[src/rtl/audio_step_sequencer.sv]
// -----------------------------------------------------------------------------
// audio_step_sequencer
// Pattern player feeding the voice bank. Holds a STEPS x VOICES note table,
// advances one step every `tempo` sample ticks and drives per-voice note/gate.
//
// Ports:
//   clk          system clock
//   rst          asynchronous active-high reset
//   sample_clock sample-rate square wave (data input, rising edge = tick)
//   run          1 = play, 0 = stop (takes effect on any clk edge)
//   tempo        sample ticks per step
//   gate_len     sample ticks the gate stays high within a step
//   swing        (SEQ_SWING_EN only) even steps longer / odd steps shorter
//   loop_last    last step index before wrapping to 0
//   wr_en/wr_addr/wr_data  pattern write port, addr = {step, voice},
//                          data = {valid, note[6:0]}
//   note         per-voice note, lane v = bits [8v+7:8v]
//   gate         per-voice gate
//   step         currently playing step
//   step_strobe  one-clk pulse when a new step is loaded
//
// Optional feature macro: SEQ_SWING_EN (adds the swing input).
// -----------------------------------------------------------------------------
module audio_step_sequencer #(
    parameter int unsigned STEPS  = 16,
    parameter int unsigned VOICES = 4,
    parameter int unsigned AW     = $clog2(STEPS*VOICES)
) (
    input  logic                       clk,
    input  logic                       rst,
    input  logic                       sample_clock,
    input  logic                       run,
    input  logic [15:0]                tempo,
    input  logic [15:0]                gate_len,
`ifdef SEQ_SWING_EN
    input  logic [7:0]                 swing,
`endif
    input  logic [$clog2(STEPS)-1:0]   loop_last,
    input  logic                       wr_en,
    input  logic [AW-1:0]              wr_addr,
    input  logic [7:0]                 wr_data,
    output logic [8*VOICES-1:0]        note,
    output logic [VOICES-1:0]          gate,
    output logic [$clog2(STEPS)-1:0]   step,
    output logic                       step_strobe
);

    localparam int unsigned SW = $clog2(STEPS);
    localparam int unsigned VW = $clog2(VOICES);
    // 17 bits so that eff_tempo + swing cannot overflow
    localparam int unsigned CW = 17;

    localparam logic [0:0] S_IDLE = 1'b0;
    localparam logic [0:0] S_PLAY = 1'b1;

    logic [7:0]          r_ram [STEPS*VOICES];
    logic                r_sc_d;
    logic [0:0]          r_state,  w_state_n;
    logic [CW-1:0]       r_cnt,    w_cnt_n;
    logic [SW-1:0]       r_step,   w_step_n;
    logic [8*VOICES-1:0] r_note,   w_note_n;
    logic [VOICES-1:0]   r_valid,  w_valid_n;
    logic [VOICES-1:0]   r_gate,   w_gate_n;
    logic                r_strobe, w_strobe_n;

    logic                w_tick;
    logic                w_load;
    logic [15:0]         w_eff_tempo;
    logic [SW-1:0]       w_load_step;
    logic [CW-1:0]       w_len_cur, w_len_new;
    logic [CW-1:0]       w_glim_cur, w_glim_new;
    logic [CW-1:0]       w_cnt_inc;
    logic [7:0]          w_row [VOICES];

    // Rising edge of sample_clock, sampled in the clk domain
    assign w_tick = sample_clock & ~r_sc_d;

    assign w_eff_tempo = (tempo < 16'd2) ? 16'd2 : tempo;
    assign w_cnt_inc   = r_cnt + CW'(1);

    // Step that a load on this edge would fetch: 0 from IDLE, else next/wrap
    assign w_load_step = (r_state == S_IDLE) ? '0 :
                         ((r_step >= loop_last) ? '0 : r_step + SW'(1));

`ifdef SEQ_SWING_EN
    function automatic logic [CW-1:0] step_len(input logic [15:0] t,
                                               input logic [7:0]  sw,
                                               input logic        odd);
        if (!odd)
            return CW'(t) + CW'(sw);
        else if (CW'(t) >= CW'(sw) + CW'(2))
            return CW'(t) - CW'(sw);
        else
            return CW'(2);
    endfunction

    assign w_len_cur = step_len(w_eff_tempo, swing, r_step[0]);
    assign w_len_new = step_len(w_eff_tempo, swing, w_load_step[0]);
`else
    assign w_len_cur = CW'(w_eff_tempo);
    assign w_len_new = CW'(w_eff_tempo);
`endif

    // Gate limit never exceeds length-1 so every step has a low tick
    function automatic logic [CW-1:0] gate_lim(input logic [15:0]   gl,
                                               input logic [CW-1:0] len);
        if (CW'(gl) < len - CW'(1))
            return CW'(gl);
        else
            return len - CW'(1);
    endfunction

    assign w_glim_cur = gate_lim(gate_len, w_len_cur);
    assign w_glim_new = gate_lim(gate_len, w_len_new);

    // Combinational read of the row being loaded
    for (genvar v = 0; v < VOICES; v++) begin : g_row
        assign w_row[v] = r_ram[AW'({w_load_step, VW'(v)})];
    end

    // Pattern RAM write port (not reset)
    always_ff @(posedge clk) begin
        if (wr_en)
            r_ram[wr_addr] <= wr_data;
    end

    // Next-state and output logic
    always_comb begin
        w_state_n  = r_state;
        w_cnt_n    = r_cnt;
        w_step_n   = r_step;
        w_note_n   = r_note;
        w_valid_n  = r_valid;
        w_gate_n   = r_gate;
        w_strobe_n = 1'b0;
        w_load     = 1'b0;

        if (!run) begin
            w_state_n = S_IDLE;
            w_cnt_n   = '0;
            w_step_n  = '0;
            w_gate_n  = '0;
        end else if (w_tick) begin
            case (r_state)
                S_IDLE: w_load = 1'b1;
                S_PLAY: begin
                    // >= so a shortened tempo advances on the next tick
                    if (r_cnt >= w_len_cur - CW'(1)) begin
                        w_load = 1'b1;
                    end else begin
                        w_cnt_n  = w_cnt_inc;
                        w_gate_n = r_valid & {VOICES{w_cnt_inc < w_glim_cur}};
                    end
                end
                default: w_state_n = S_IDLE;
            endcase

            if (w_load) begin
                w_state_n  = S_PLAY;
                w_cnt_n    = '0;
                w_step_n   = w_load_step;
                w_strobe_n = 1'b1;
                for (int v = 0; v < VOICES; v++) begin
                    w_valid_n[v] = w_row[v][7];
                    w_gate_n[v]  = w_row[v][7] & (w_glim_new != '0);
                    if (w_row[v][7])
                        w_note_n[8*v +: 8] = {1'b0, w_row[v][6:0]};
                end
            end
        end
    end

    // State and output registers
    always_ff @(posedge clk or posedge rst) begin
        if (rst) begin
            r_sc_d   <= 1'b0;
            r_state  <= S_IDLE;
            r_cnt    <= '0;
            r_step   <= '0;
            r_note   <= '0;
            r_valid  <= '0;
            r_gate   <= '0;
            r_strobe <= 1'b0;
        end else begin
            r_sc_d   <= sample_clock;
            r_state  <= w_state_n;
            r_cnt    <= w_cnt_n;
            r_step   <= w_step_n;
            r_note   <= w_note_n;
            r_valid  <= w_valid_n;
            r_gate   <= w_gate_n;
            r_strobe <= w_strobe_n;
        end
    end

    assign note        = r_note;
    assign gate        = r_gate;
    assign step        = r_step;
    assign step_strobe = r_strobe;

endmodule
[config.mk]
export PLATFORM = sky130hd
export DESIGN_NAME = audio_step_sequencer
export DESIGN_NICKNAME = d
export VERILOG_FILES = /design/src/rtl/audio_step_sequencer.sv
export SDC_FILE = /design/constraint.sdc
export NUM_CORES = 1
export LEC_CHECK = 0
export ABC_CLOCK_PERIOD_IN_PS = 4800
export CORE_MARGIN = 2
export CORE_UTILIZATION = 45
export CTS_BUF_LIST = sky130_fd_sc_hd__clkbuf_2 sky130_fd_sc_hd__clkbuf_4 sky130_fd_sc_hd__clkbuf_8
export CTS_CLUSTER_DIAMETER = 120
export DETAILED_ROUTE_END_ITERATION = 12
export GPL_TIMING_DRIVEN = 0
export PLACE_DENSITY = 0.64
export SLEW_MARGIN = 0
export SYNTH_ARGS = -nofsm -noshare
export SYNTH_HDL_FRONTEND = slang
export SYNTH_SLANG_ARGS = --single-unit
[constraint.sdc]
create_clock -name clk -period 4.8 [get_ports clk]
set_clock_uncertainty 0.2 [all_clocks]
set_input_delay 0.72 -clock clk [delete_from_list [all_inputs] [get_ports clk]]
set_output_delay 0.72 -clock clk [all_outputs]
set_load 0.05 [all_outputs]
=== Yosys cells after proc, flatten, opt, wreduce, memory -nomap -nowiden ===
Memories as Yosys holds them, arrays and structs flattened.
Cells that the tools add are included.

* Flip-flop bits (word level): 60
* Bits in writable memories: 512
* Bits of input ports: 55
* Output and inout port bits: 41
* Logic and storage cells: 69
* Memories kept: 1

* Add/subtract/negate cells: 3
* Magnitude comparators: 5
* Equality and inequality tests: 4
* Muxes and demuxes: 29
* Bitwise operators: 8
* Reductions and logical operators: 8

{| class="wikitable"
|+ Memories
! memory !! words !! width !! rd ports !! clocked after Yosys merged registers in !! wr ports !! line !! source
|-
| r_ram || 64 || 8 || 4 || 0 || 1 || 56 || <nowiki>logic [7:0] r_ram [STEPS*VOICES];</nowiki>
|}

{| class="wikitable"
|+ Operators with widths
! cell !! count
|-
| 17-bit two-way mux || 6
|-
| 4-bit two-way mux || 10
|-
| 17-bit by 1-bit adder with 17-bit output (second input constant) || 1
|-
| 17-bit greater-or-equal comparator || 1
|-
| 16-bit by 17-bit < comparator with 1-bit output || 1
|-
| 17-bit < comparator || 1
|-
| 17-bit nonzero test || 1
|-
| 16-bit by 1-bit subtractor with 17-bit output (second input constant) || 1
|-
| 16-bit by 2-bit < comparator with 1-bit output (second input constant) || 1
|-
| 16-bit two-way mux || 1
|-
| 4-bit AND reduction || 4
|-
| 1-bit two-way mux || 11
|-
| 3-bit AND reduction || 2
|-
| 1-bit bitwise AND || 5
|-
| 4-bit by 1-bit adder with 4-bit output (second input constant) || 1
|-
| 4-bit bitwise AND || 1
|-
| 4-bit greater-or-equal comparator || 1
|-
| 2-bit by 1-bit != test with 1-bit output (second input constant) || 2
|-
| 3-bit by 1-bit != test with 1-bit output (second input constant) || 1
|-
| 3-bit by 2-bit != test with 1-bit output (second input constant) || 1
|-
| 1-bit inverter || 2
|-
| 1-bit one-hot mux with 2 select lines || 1
|-
| 2-bit AND reduction || 1
|}

=== Logic depth before layout (Yosys ltp) ===
Gate-level depths: netlist (run 1).

* Depth after elaboration: 12
* Mapped depth: 26
* Mapped depth without buffers: 25

=== Worst setup path after synthesis (run 1) ===
OpenSTA, ideal clock, no wires.

* Kind: input -> register
* Start point: in tempo[13]
* End point: reg r_gate[0] (netlist: gate[0])
* Setup time: 0.087 ns
* Arrival: 5.694 ns
* Data required time: 4.513 ns
* Setup slack: -1.181 ns
* Stages on the path: 25
* Buffers on the path: 1
* Path through: nor4_1 -> nand4_1 -> o21ai_0 -> ha_1 -> nand4_1 -> xor2_1 -> ha_1 -> and2_1 -> a221o_1 -> or2_2 -> a221oi_1 -> a22oi_2 -> nand2_1 -> clkbuf_1 -> nor2_1 -> a21oi_1 -> ha_1 -> a21o_1 -> a21o_1 -> a21oi_1 -> o21a_1 -> o21ai_0 -> nor3_1 -> o21ai_0 -> o211ai_1

* Longest elaborated chain between the ends: 12
* Elaborated cells on any way between the ends: 22
* Classes of those cells: add/sub: 1; order compare: 4; eq/ne: 2; mux: 11; bitwise: 2; reduce/logical: 2

{| class="wikitable"
|+ RTL lines
! what !! line !! source
|-
| from (decl) || 33 || <nowiki>input logic [15:0] tempo,</nowiki>
|-
| 16-bit by 2-bit < comparator with 1-bit output || 78 || <nowiki>assign w_eff_tempo = (tempo < 16'd2) ? 16'd2 : tempo;</nowiki>
|-
| 16-bit two-way mux (*) || 78 ||
|-
| 16-bit by 1-bit subtractor with 17-bit output (*) || 107, 110, 148 ||
|-
| 16-bit by 17-bit < comparator with 1-bit output || 107 || <nowiki>if (CW'(gl) < len - CW'(1))</nowiki>
|-
| 17-bit two-way mux || 107 ||
|-
| 17-bit < comparator || 152 || <nowiki>w_gate_n = r_valid & {VOICES{w_cnt_inc < w_glim_cur}};</nowiki>
|-
| 4-bit bitwise AND || 152 ||
|-
| 4-bit two-way mux || 148 || <nowiki>if (r_cnt >= w_len_cur - CW'(1)) begin</nowiki>
|-
| 4-bit two-way mux || 144 || <nowiki>case (r_state)</nowiki>
|-
| 4-bit two-way mux || 158 || <nowiki>if (w_load) begin</nowiki>
|-
| 4-bit two-way mux || 143 || <nowiki>end else if (w_tick) begin</nowiki>
|-
| 4-bit two-way mux || 138 || <nowiki>if (!run) begin</nowiki>
|-
| to (signal assigned) || 191 || <nowiki>r_gate <= w_gate_n;</nowiki>
|-
| to (decl) || 63 || <nowiki>logic [VOICES-1:0] r_gate, w_gate_n;</nowiki>
|}

Mark *: on every way between the ends. The rest lies on a longest branch, timed or not. The select of a mux whose other input is x is not followed.
A chain may end at the register's enable or synchronous reset.

=== Final worst setup path (run 1) ===
* Start point: in tempo[12]
* End point: reg r_gate[2] (netlist: gate[2])

Same word-level chain as after synthesis.

==> impl_metrics.sql, run 1 <==
INSERT INTO impl_metrics (metric_group, metric, value, unit) VALUES
('synth', 'proportion_of_synthesized_chip_area_in_sequential_cells', '66.3', '%'),
('cells_and_area', 'top_library_cells_by_usage_in_the_layout_fill_and_taps_aside', 'edfxtp_1 (512), nand2_1 (163), o21ai_0 (130)', ''),
('floorplan', 'floorplan.core_area', '56200', 'um2'),
('cells_and_area', 'postLayoutCoreUtil', '53.0', '%'),
('power', 'netSwitchingFraction', '25.1', '%'),
('power', 'power_frac_seq', '50.2', '%'),
('placed_design', 'gp_routability_congestion', '0.988', ''),
('routing', 'drt-pass1-iter-count', '6', ''),
('routing', 'dr_total_vias', '17600', ''),
('cells_and_area', 'final_design_instance_area_without_fill', '29800', 'um2'),
('sta', 'min_period_over_period', '108', '%'),
('cts', 'cts_num_sinks', '572', ''),
('floorplan', 'top_level_ports', '96', ''),
('cts', 'hold_buffers', '0', ''),
('worst_setup_path', 'path_class', 'input pin to flop', ''),
('routing', 'ant_nets', '0', ''),
('cells_and_area', 'layout.area.seq', '16900', 'um2'),
('sta', 'slew-limit-headroom', '13.0', '%'),
('grt', 'track_usage', '25.0', '%'),
('synth', 'synth_top_area_share', '60.4', '%'),
('routing', 'wl_per_cell', '25.0', 'um'),
('synth', 'count_of_mapped_cells_out_of_synthesis', '1911', ''),
('cts', 'tritoncts.num_buffers', '92', ''),
('cells_and_area', 'area.growth.synth_to_final', '17.0', '%'),
('worst_setup_path', 'timing.critical_path.to_type', 'flop', ''),
('placed_design', 'hpwlAfterDp', '52.5', 'mm'),
('hold_path', 'hold_path_class', 'input pin to flop', ''),
('power', 'power_frac_clock', '38.3', '%'),
('cells_and_area', 'mostFrequentLayoutCell', 'edfxtp_1', ''),
('floorplan', 'die-height', '242', 'um'),
('synth', 'synth-seq-cells', '572', ''),
('synth', 'asyncSetResetFlopFracSynth', '10.5', '%'),
('cells_and_area', 'multiInputGateArea', '8290', 'um2'),
('cts', 'clock_latency', '0.70', 'ns'),
('synth', 'synthesis.area', '25500', 'um2'),
('outcome', 'failed_checks', 'negative setup slack', ''),
('outcome', 'outcome', 'complete, but fails checks', ''),
('sta', 'rsz_0062_raised_after_global_routing', 'yes', ''),
('worst_setup_path', 'startpoint_type', 'input pin', ''),
('cells_and_area', 'final_layout_fill_cell_count', '4732', ''),
('power', 'combPwrFrac', '11.5', '%'),
('floorplan', 'floorplan.die_area', '58500', 'um2'),
('power', 'total_power', '11.1', 'mW'),
('cts', 'root_buffer', 'clkbuf_8', ''),
('synth', 'ys_warn_count', '0', ''),
('worst_setup_path', 'cp_data_arrival_time', '5.56', 'ns'),
('grt', 'grt_overflow', '0', ''),
('grt', 'grt_start_max_net_pins', '48', ''),
('placed_design', 'post_dp_cell_area', '27500', 'um2'),
('sta', 'timing.final.crit_period', '5.18', 'ns'),
('routing', 'vias_per_cell', '5.96', ''),
('power', 'power.leakage', '9.93', 'nW'),
('sta', 'timing.fmax', '193', 'MHz'),
('cts', 'tritoncts_clock_tree', 'built', ''),
('floorplan', 'floorplan.rows', '87', ''),
('synth', 'synth-edff-count', '512', ''),
('power', 'power.density_cell_area', '374', 'nW/um2'),
('sta', 'setup_violations', '4', ''),
('flow_run', 'drv_cap', '0', ''),
('sta', 'postLayoutSetupSlackWorst', '-0.379', 'ns'),
('floorplan', 'initial_core_util', '45.3', '%'),
('cells_and_area', 'drive_gt1_share', '16.7', '%'),
('floorplan', 'fp.dieW', '242', 'um'),
('grt', 'grt_antenna_before_repair', '3', ''),
('sta', 'tns', '-1.40', 'ns'),
('sta', 'worst_hold_slack', '0.272', 'ns'),
('sta', 'hold_viol', '0', ''),
('cts', 'clkSlewWorstSetupHoldPaths', '0.06', 'ns'),
('routing', 'drtIter0Drc', '1832', ''),
('cells_and_area', 'final_net_count', '2230', ''),
('cts', 'ctsLongestPathBuffers', '3', '');
through the flow:
stage	instances	setup slack (ns)
floorplan	1914	-0.653
global placement	2756	-2.20
global route	2948	-0.562
CTS	2940	-0.206
detailed placement	2765	-2.34
finish	2949	-0.379
final cells by class:
cell class / count / share of cell area [%]
Buffer: 131 / 1.95
Clock buffer: 142 / 5.72
Antenna cell: 2 / 0.0168
Multi-Input combinational cell: 1193 / 27.8
Tap cell: 756 / 3.18
Sequential cell: 572 / 56.7
Clock inverter: 19 / 0.504
Timing Repair Buffer: 118 / 3.92
Inverter: 16 / 0.214
cell families (layout without fill, tap and decap cells):
group           count (synthesis)  in the layout  synth area share (%)
other cells                     2              7                0.0295
simple gates                  595            595                  11.9
mux                            78             78                  4.74
fa+ha+maj                      51             51                  2.51
xor+xnor                       25             25                 0.860
flops                         572            572                  66.3
buf+inv                       149            426                  2.39
compound gates                439            439                  11.3
repair_timing:
action                                  in CTS  in global routing
endpoints found under the setup margin      58                 33
cloned                                       0                  0
resized for setup                          101                 32
pin swaps                                   33                 24
buffers inserted                            16                  7
metal layers:
layer | track usage [%] | vias to the layer above | share of wire (%)
met2 | 40.5 | 833 | 47
met3 | 4.17 | 181 | 7.6
met1 | 33.2 | 8762 | 40
met4 | 11.0 | 0 | 4.6
li1 | - | 7804 | -
met5 | 0 | - | 0
power groups by stage:
stage	sequential, mW	clock, mW	combinational [mW]
after global placement	5.71	0	1.18
final	5.60	4.27	1.28
after CTS	5.60	4.30	1.26
after global routing	5.61	4.50	1.35
after floorplan	5.95	0	0.444
after detailed placement	5.70	0	1.21
state kept, by name, summed over array words and instances (netlist names):
| name | flops |
|---|---|
| gate | 4 |
| note | 28 |
| r_cnt | 17 |
| r_ram | 512 |
| r_sc_d | 1 |
| r_state | 1 |
| r_valid | 4 |
| step | 4 |
| step_strobe | 1 |
critical path: stages:
cell      delay [ns]
buf_8           0.10
nor4_4          0.32
nand4_1         0.24
o21ai_4         0.24
ha_4            0.19
nand4_1         0.16
xor2_2          0.19
ha_1            0.28
and2_1          0.17
a221o_1         0.32
or2_4           0.24
a221oi_2        0.20
a22oi_2         0.10
nand2_2         0.13
buf_8           0.14
nor2_4          0.03
a21oi_2         0.13
ha_1            0.25
a21o_1          0.22
a21oi_2         0.15
nor2b_1         0.05
o211ai_1        0.28
a31oi_4         0.21
nor3_2          0.20
o21ai_1         0.11
o211ai_1        0.17
cells in the mapped netlist (15+ instances only):
master      n
nand2_1   165
o21ai_0   136
a21o_1     18
a31oi_1    58
nor2_1    122
dfrtp_1    60
mux2_2     29
buf_2      15
clkbuf_1  104
and2_0     32
nand3_1    22
ha_1       51
o211ai_1   73
a211oi_1   56
or3_1     115
edfxtp_1  512
nand4_1    31
a21oi_1    44
inv_1      16
mux4_2     28
and2_1     33
worst paths after layout:
kind                            slack (ns)            to       start  cells past startpoint
worst max-delay path                 -0.38       gate[2]   tempo[12]                     26
worst min-delay path                  0.27  r_ram[50][6]  wr_data[6]                      1
worst max register to register        0.03      note[20]     step[0]                     13
worst min register to register        0.28    r_valid[0]  r_valid[0]                      1
max in group asynchronous             3.41      note[14]         rst                      3
min in group asynchronous             0.34    r_valid[3]         rst                      2
No activity file was read; power rests on OpenSTA's default activity.
==> inputs of run 2 (changes only) <==
--- a/config.mk
+++ b/config.mk
@@ -13,6 +13,7 @@
 export DETAILED_ROUTE_END_ITERATION = 12
 export GPL_TIMING_DRIVEN = 0
 export PLACE_DENSITY = 0.64
+export REMOVE_ABC_BUFFERS = 1
 export SLEW_MARGIN = 0
 export SYNTH_ARGS = -nofsm -noshare
 export SYNTH_HDL_FRONTEND = slang
==> impl_metrics.sql, run 2 (same netlist as run 1, synthesis figures left out) <==
INSERT INTO impl_metrics (metric_group, metric, value, unit) VALUES
('outcome', 'outcome', 'complete, but fails checks', ''),
('outcome', 'failed_checks', 'negative setup slack', ''),
('sta', 'timing.fmax', '196', 'MHz'),
('cells_and_area', 'largest_reg_flops', '512', ''),
('cells_and_area', 'drive_gt1_share', '18.2', '%'),
('cts', 'tritoncts_clock_tree', 'built', ''),
('floorplan', 'top_level_ports', '96', ''),
('placed_design', 'gp_routability_congestion', '0.908', ''),
('sta', 'finalMaxSlewViolations', '0', ''),
('flow_run', 'drv_cap', '0', ''),
('cells_and_area', 'top_library_cells_by_usage_in_the_layout_fill_and_taps_aside', 'edfxtp_1 (512), nand2_1 (163), o21ai_0 (130)', ''),
('floorplan', 'initial_core_util', '45.3', '%'),
('worst_setup_path', 'path_class', 'input pin to flop', ''),
('hold_path', 'hold_path_class', 'input pin to asynchronous set/reset pin', ''),
('routing', 'remaining_routing_drc_violations', '0', ''),
('cells_and_area', 'mostFrequentLayoutCell', 'edfxtp_1', ''),
('sta', 'hold_viol', '0', ''),
('cells_and_area', 'final_design_instance_area_without_fill', '30000', 'um2'),
('routing', 'wl_per_cell', '22.4', 'um'),
('floorplan', 'floorplan.core_area', '56200', 'um2'),
('cts', 'tritoncts.num_buffers', '88', ''),
('power', 'power.density_cell_area', '365', 'nW/um2'),
('placed_design', 'numPortBuffers', '91', ''),
('grt', 'grt_antenna_before_repair', '0', ''),
('sta', 'rsz_0062_raised_after_global_routing', 'yes', ''),
('power', 'ir_worst_vdd', '0.296', 'mV'),
('sta', 'tns', '-1.04', 'ns'),
('routing', 'dr_total_vias', '16700', ''),
('cells_and_area', 'final_layout_fill_cell_count', '4618', ''),
('grt', 'grt.met2_usage', '35.4', '%'),
('worst_setup_path', 'cp_data_arrival_time', '5.49', 'ns'),
('grt', 'grt_pass1_wl', '98.2', 'mm'),
('grt', 'global_route.usage.met3', '4.30', '%'),
('routing', 'ant_nets', '0', ''),
('routing', 'routed_wire_length', '64.1', 'mm'),
('worst_setup_path', 'timing.critical_path.to_type', 'flop', ''),
('routing', 'vias_per_cell', '5.84', ''),
('sta', 'tightest_slew', '1.32', 'ns'),
('power', 'power.leakage', '9.98', 'nW'),
('floorplan', 'die-height', '242', 'um'),
('cts', 'ctsLongestPathBuffers', '3', ''),
('cells_and_area', 'register_with_the_most_flip_flops', 'r_ram', ''),
('sta', 'timing.final.crit_period', '5.10', 'ns'),
('sta', 'postLayoutSetupSlackWorst', '-0.299', 'ns'),
('grt', 'grt_overflow', '0', ''),
('sta', 'setup_violations', '4', ''),
('cts', 'clkSlewWorstSetupHoldPaths', '0.06', 'ns'),
('floorplan', 'floorplan.rows', '87', ''),
('sta', 'min_period_over_period', '106', '%'),
('cts', 'htree_levels', '3', ''),
('grt', 'vias_in_the_first_global_route', '16700', ''),
('grt', 'gr-usage-met1', '29.4', '%'),
('cts', 'cts_num_sinks', '572', ''),
('floorplan', 'fp.dieW', '242', 'um'),
('sta', 'worst_hold_slack', '0.225', 'ns'),
('power', 'total_power', '10.9', 'mW'),
('sta', 'slew-limit-headroom', '11.1', '%'),
('grt', 'track_usage', '21.7', '%'),
('worst_setup_path', 'startpoint_type', 'input pin', ''),
('cts', 'root_buffer', 'clkbuf_8', ''),
('placed_design', 'post_dp_cell_area', '27400', 'um2'),
('grt', 'grt.busiest_layer', 'met2', ''),
('routing', 'drt-pass1-iter-count', '5', ''),
('routing', 'drtIter0Drc', '1364', ''),
('placed_design', 'hpwlAfterDp', '39.0', 'mm'),
('worst_setup_path', 'worst-endpoint-required', '5.19', 'ns'),
('cells_and_area', 'area.growth.synth_to_final', '17.7', '%'),
('floorplan', 'floorplan.die_area', '58500', 'um2'),
('cts', 'clock_latency', '0.68', 'ns'),
('worst_setup_path', 'crit_fanout', '6', ''),
('cells_and_area', 'final_net_count', '2137', ''),
('grt', 'grt_start_max_net_pins', '95', '');
-- run 2: changes by cell type in the layout (fill, tap and decap cells not counted), moves of 3 or more --
| cell | change |
|---|---|
| clkbuf_1 | -93 |
| and3_4 | +3 |
| buf_1 | -7 |
| clkbuf_4 | +7 |
| buf_16 | +9 |
| clkdlybuf4s50_1 | +5 |
| clkbuf_2 | -5 |
| clkbuf_8 | -3 |
| nor2_2 | +5 |
| buf_2 | -16 |
| buf_12 | +10 |
| nor2_1 | -5 |
| and3_1 | -3 |
-- run 2: metal layers --
layer,vias to the layer above,wire [um]
li1,7618,-
met1,8332,26700
met5,-,0
met3,99,4990
met4,0,1240
met2,647,31100
-- run 2: worst paths after layout --
kind | start | end | slack, ns | cells after the start
setup / recovery | tempo[4] | gate[2] | -0.30 | 26
hold / removal | rst | note[13] | 0.22 | 2
max in group asynchronous | rst | step[0] | 3.62 | 3
setup reg to reg | step[0] | note[11] | 0.28 | 13
hold reg to reg | r_valid[2] | r_valid[2] | 0.28 | 1
min in group clk | r_valid[2] | r_valid[2] | 0.28 | 1
-- run 2: final cells by class --
| class | instances | area [um2] | share of cell area [%] |
|---|---|---|---|
| Clock inverter | 15 | 71.3 | 0.238 |
| Inverter | 16 | 88.8 | 0.296 |
| Sequential cell | 572 | 16900 | 56.3 |
| Multi-Input combinational cell | 1198 | 8430 | 28.1 |
| Tap cell | 756 | 946 | 3.16 |
| Clock buffer | 147 | 1720 | 5.75 |
| Timing Repair Buffer | 155 | 1840 | 6.13 |
| Antenna cell | 1 | 2.50 | 0.00835 |
-- run 2: timing repair --
item / 4_1_cts / 5_1_grt
endpoints found under the hold margin: 0 / 0
pin swaps: 39 / 16
hold buffers: 0 / 0
setup buffers: 25 / 9
endpoints found under the setup margin: 59 / 38
resized for setup: 119 / 29
cloned: 6 / 1
-- run 2: power breakdown --
group	total, mW	leakage [nW]	switching [mW]	internal (mW)
Clock	4.08	0.969	1.82	2.25
Sequential	5.60	5.37	0.0603	5.54
Combinational	1.25	3.64	0.783	0.469
-- run 2: per-stage QoR --
| stage | worst slack, ns | std cells | util, % |
|---|---|---|---|
| floorplan | -8.21 | 1781 | - |
| global placement | -25.56 | 2628 | 47.7 |
| detailed placement | -3.34 | 2656 | 48.8 |
| CTS | -0.0770 | 2849 | 52.9 |
| global route | -0.462 | 2859 | 53.4 |
| finish | -0.299 | 2860 | 53.4 |
-- run 2: worst max-delay path, cell delays in order --
cell	delay [ns]
buf_8	0.10
nor4_4	0.31
nand4_1	0.24
o21ai_4	0.22
ha_4	0.20
nand2_4	0.05
or3_4	0.36
xor2_4	0.17
ha_4	0.26
nand4_1	0.11
nor3_2	0.22
o31a_1	0.17
o221ai_2	0.10
a22oi_2	0.31
nand2_4	0.17
nor2_4	0.14
a21oi_2	0.04
ha_1	0.32
a21o_1	0.17
a21oi_2	0.11
nor2b_1	0.05
o211ai_1	0.25
a31oi_4	0.19
nor3_2	0.19
o21ai_1	0.10
o211ai_1	0.20
==> inputs of run 3 (changes only) <==
--- a/config.mk
+++ b/config.mk
@@ -5,7 +5,7 @@
 export SDC_FILE = /design/constraint.sdc
 export NUM_CORES = 1
 export LEC_CHECK = 0
-export ABC_CLOCK_PERIOD_IN_PS = 4800
+export ABC_CLOCK_PERIOD_IN_PS = 5250
 export CORE_MARGIN = 2
 export CORE_UTILIZATION = 45
 export CTS_BUF_LIST = sky130_fd_sc_hd__clkbuf_2 sky130_fd_sc_hd__clkbuf_4 sky130_fd_sc_hd__clkbuf_8
==> constraint.sdc (replaced) <==
create_clock -name clk -period 5.25 [get_ports clk]
set_clock_uncertainty 0.2 [all_clocks]
set_input_delay 0.7875 -clock clk [delete_from_list [all_inputs] [get_ports clk]]
set_output_delay 0.7875 -clock clk [all_outputs]
set_load 0.05 [all_outputs]
==> impl_metrics.sql, run 3 (same netlist as run 1, synthesis figures left out) <==
INSERT INTO impl_metrics (metric_group, metric, value, unit) VALUES
('worst_setup_path', 'timing.critical_path.to_type', 'flop', ''),
('power', 'netSwitchingFraction', '24.4', '%'),
('sta', 'tightest_slew', '1.32', 'ns'),
('power', 'total_power', '9.98', 'mW'),
('cts', 'htree_levels', '3', ''),
('grt', 'track_usage', '21.1', '%'),
('cts', 'ctsLongestPathBuffers', '3', ''),
('cells_and_area', 'mostFrequentLayoutCell', 'edfxtp_1', ''),
('power', 'power.leakage', '9.91', 'nW'),
('cells_and_area', 'final_net_count', '2128', ''),
('placed_design', 'post_dp_cell_area', '27400', 'um2'),
('routing', 'routed_wire_length', '63.0', 'mm'),
('placed_design', 'numPortBuffers', '91', ''),
('worst_setup_path', 'startpoint', 'tempo[11]', ''),
('sta', 'slew-limit-headroom', '11.4', '%'),
('flow_run', 'drv_cap', '0', ''),
('hold_path', 'hold_path_class', 'flop to flop', ''),
('worst_setup_path', 'r2r-end', 'note[22]', ''),
('power', 'power_report.internal_total', '7.54', 'mW'),
('placed_design', 'hpwlAfterDp', '39.0', 'mm'),
('sta', 'setup_violations', '0', ''),
('power', 'power_frac_clock', '37.4', '%'),
('cts', 'tritoncts.num_buffers', '88', ''),
('worst_setup_path', 'startpoint_type', 'input pin', ''),
('cts', 'cts_num_sinks', '572', ''),
('cts', 'tritoncts_clock_tree', 'built', ''),
('floorplan', 'floorplan.rows', '87', ''),
('placed_design', 'gp_routability_congestion', '0.908', ''),
('worst_setup_path', 'path_class', 'input pin to flop', ''),
('cells_and_area', 'area.growth.synth_to_final', '17.0', '%'),
('worst_setup_path', 'worst-endpoint-required', '5.64', 'ns'),
('floorplan', 'floorplan.core_area', '56200', 'um2'),
('routing', 'remaining_routing_drc_violations', '0', ''),
('floorplan', 'fp.dieW', '242', 'um'),
('power', 'power_frac_seq', '51.3', '%'),
('outcome', 'outcome', 'finished, final reports clean', ''),
('sta', 'timing.final.crit_period', '5.18', 'ns'),
('worst_setup_path', 'cp_data_arrival_time', '5.57', 'ns'),
('grt', 'grt_overflow', '0', ''),
('routing', 'drtIter0Drc', '1362', ''),
('grt', 'grt_pass1_wl', '96.2', 'mm'),
('routing', 'drt-pass1-iter-count', '5', ''),
('worst_setup_path', 'timing.reg2reg.worst_path_depth', '13', ''),
('power', 'total_switching_power', '2.44', 'mW'),
('cts', 'root_buffer', 'clkbuf_8', ''),
('sta', 'hold_viol', '0', ''),
('floorplan', 'top_level_ports', '96', ''),
('cells_and_area', 'layout.area.seq', '16900', 'um2'),
('hold_path', 'min_path_cells', '1', ''),
('grt', 'grt_start_max_net_pins', '95', ''),
('routing', 'ant_nets', '0', ''),
('cells_and_area', 'register_with_the_most_flip_flops', 'r_ram', ''),
('sta', 'min_period_over_period', '98.6', '%'),
('routing', 'wl_per_cell', '22.1', 'um'),
('floorplan', 'die-height', '242', 'um'),
('hold_path', 'timing.hold.worst_endpoint', 'r_valid[2]', ''),
('power', 'combPwrFrac', '11.3', '%'),
('cts', 'clkSlewWorstSetupHoldPaths', '0.06', 'ns'),
('cts', 'hold_buffers', '0', ''),
('cells_and_area', 'drive_gt1_share', '17.9', '%'),
('hold_path', 'min-delay-start', 'r_valid[2]', ''),
('sta', 'finalMaxSlewViolations', '0', ''),
('worst_setup_path', 'timing.reg2reg.setup_slack', '0.26', 'ns'),
('worst_setup_path', 'worst_r2r_startpoint', 'step[0]', ''),
('sta', 'timing.fmax', '193', 'MHz'),
('cells_and_area', 'top_library_cells_by_usage_in_the_layout_fill_and_taps_aside', 'edfxtp_1 (512), nand2_1 (163), o21ai_0 (129)', ''),
('power', 'power.density_cell_area', '335', 'nW/um2'),
('grt', 'grt_antenna_before_repair', '0', ''),
('cells_and_area', 'largest_reg_flops', '512', ''),
('power', 'ir_worst_vdd', '0.271', 'mV'),
('cells_and_area', 'final_layout_fill_cell_count', '4646', ''),
('sta', 'rsz_0062_raised_after_global_routing', 'yes', ''),
('cells_and_area', 'final_design_instance_area_without_fill', '29800', 'um2'),
('routing', 'dr_total_vias', '16600', ''),
('worst_setup_path', 'crit_fanout', '6', ''),
('cts', 'clock_latency', '0.68', 'ns'),
('cells_and_area', 'antenna_cells_inserted', '0', ''),
('grt', 'vias_in_the_first_global_route', '16500', ''),
('cells_and_area', 'multiInputGateArea', '8380', 'um2'),
('floorplan', 'initial_core_util', '45.3', '%'),
('floorplan', 'floorplan.die_area', '58500', 'um2'),
('routing', 'vias_per_cell', '5.81', '');
==> run 3: worst max-delay path by stage <==
stage,endpoint
6_report,gate[2]
3_3_place_gp,note[1]
5_1_grt,gate[0]
3_5_place_dp,gate[2]
2_1_floorplan,note[24]
4_1_cts,gate[0]
==> run 3: layer usage <==
metal  wire (um)  GRT usage, %  part of all wire, %
met5           0             0                    0
met4        1060          6.41                  1.7
met3        4490          3.81                  7.1
met2       30500          34.2                   48
met1       26900          29.2                   43
==> run 3: power groups by stage <==
stage	sequential (mW)	clock [mW]	combinational, mW
floorplan	5.44	0	0.379
global placement	5.23	0	1.02
detailed placement	5.22	0	1.06
CTS	5.12	3.80	1.09
global route	5.13	3.99	1.20
finish	5.12	3.73	1.13
==> run 3: what timing repair did <==
item                                    CTS  global route
endpoints found under the setup margin   59            36
gates cloned                              2             2
resized for setup                        49            94
buffers inserted                         16            12
pin swaps                                19            42
==> run 3: layout make-up <==
cell class              instances  share of cell area (%)
flip-flops and latches        572                    56.6
multi-input cells            1197                    28.1
repair buffers                147                    5.80
clock buffers                 147                    5.78
well taps                     756                    3.17
inverters                      16                   0.252
clock inverters                15                   0.239
==> run 3: critical path: stages <==
cell,delay [ns]
buf_4,0.14
nor4_4,0.27
nand4_1,0.23
o21ai_4,0.23
ha_4,0.20
nand2_4,0.05
or3_4,0.39
xor2_4,0.17
ha_4,0.27
nand4_1,0.11
nor3_2,0.22
o31a_1,0.17
o221ai_2,0.11
a22oi_2,0.31
nand2_4,0.17
nor2_4,0.13
a21oi_2,0.04
ha_1,0.33
a21o_1,0.18
a21oi_2,0.11
nor2b_1,0.05
o211ai_1,0.26
a31oi_4,0.19
nor3_2,0.14
o21ai_1,0.10
o211ai_1,0.20
==> run 3: per-stage QoR <==
step,worst slack (ns),TNS (ns),std cells,hold WS [ns],util (%)
4_1_cts,-0.0164,-0.0170,2836,0.275,52.5
5_1_grt,-0.0988,-0.369,2850,0.301,53.1
3_5_place_dp,-2.96,-90.56,2656,0.267,48.8
6_report,0.0713,0,2850,0.282,53.1
2_1_floorplan,-7.76,-296.43,1781,0.250,-
3_3_place_gp,-25.11,-972.25,2628,0.263,47.7
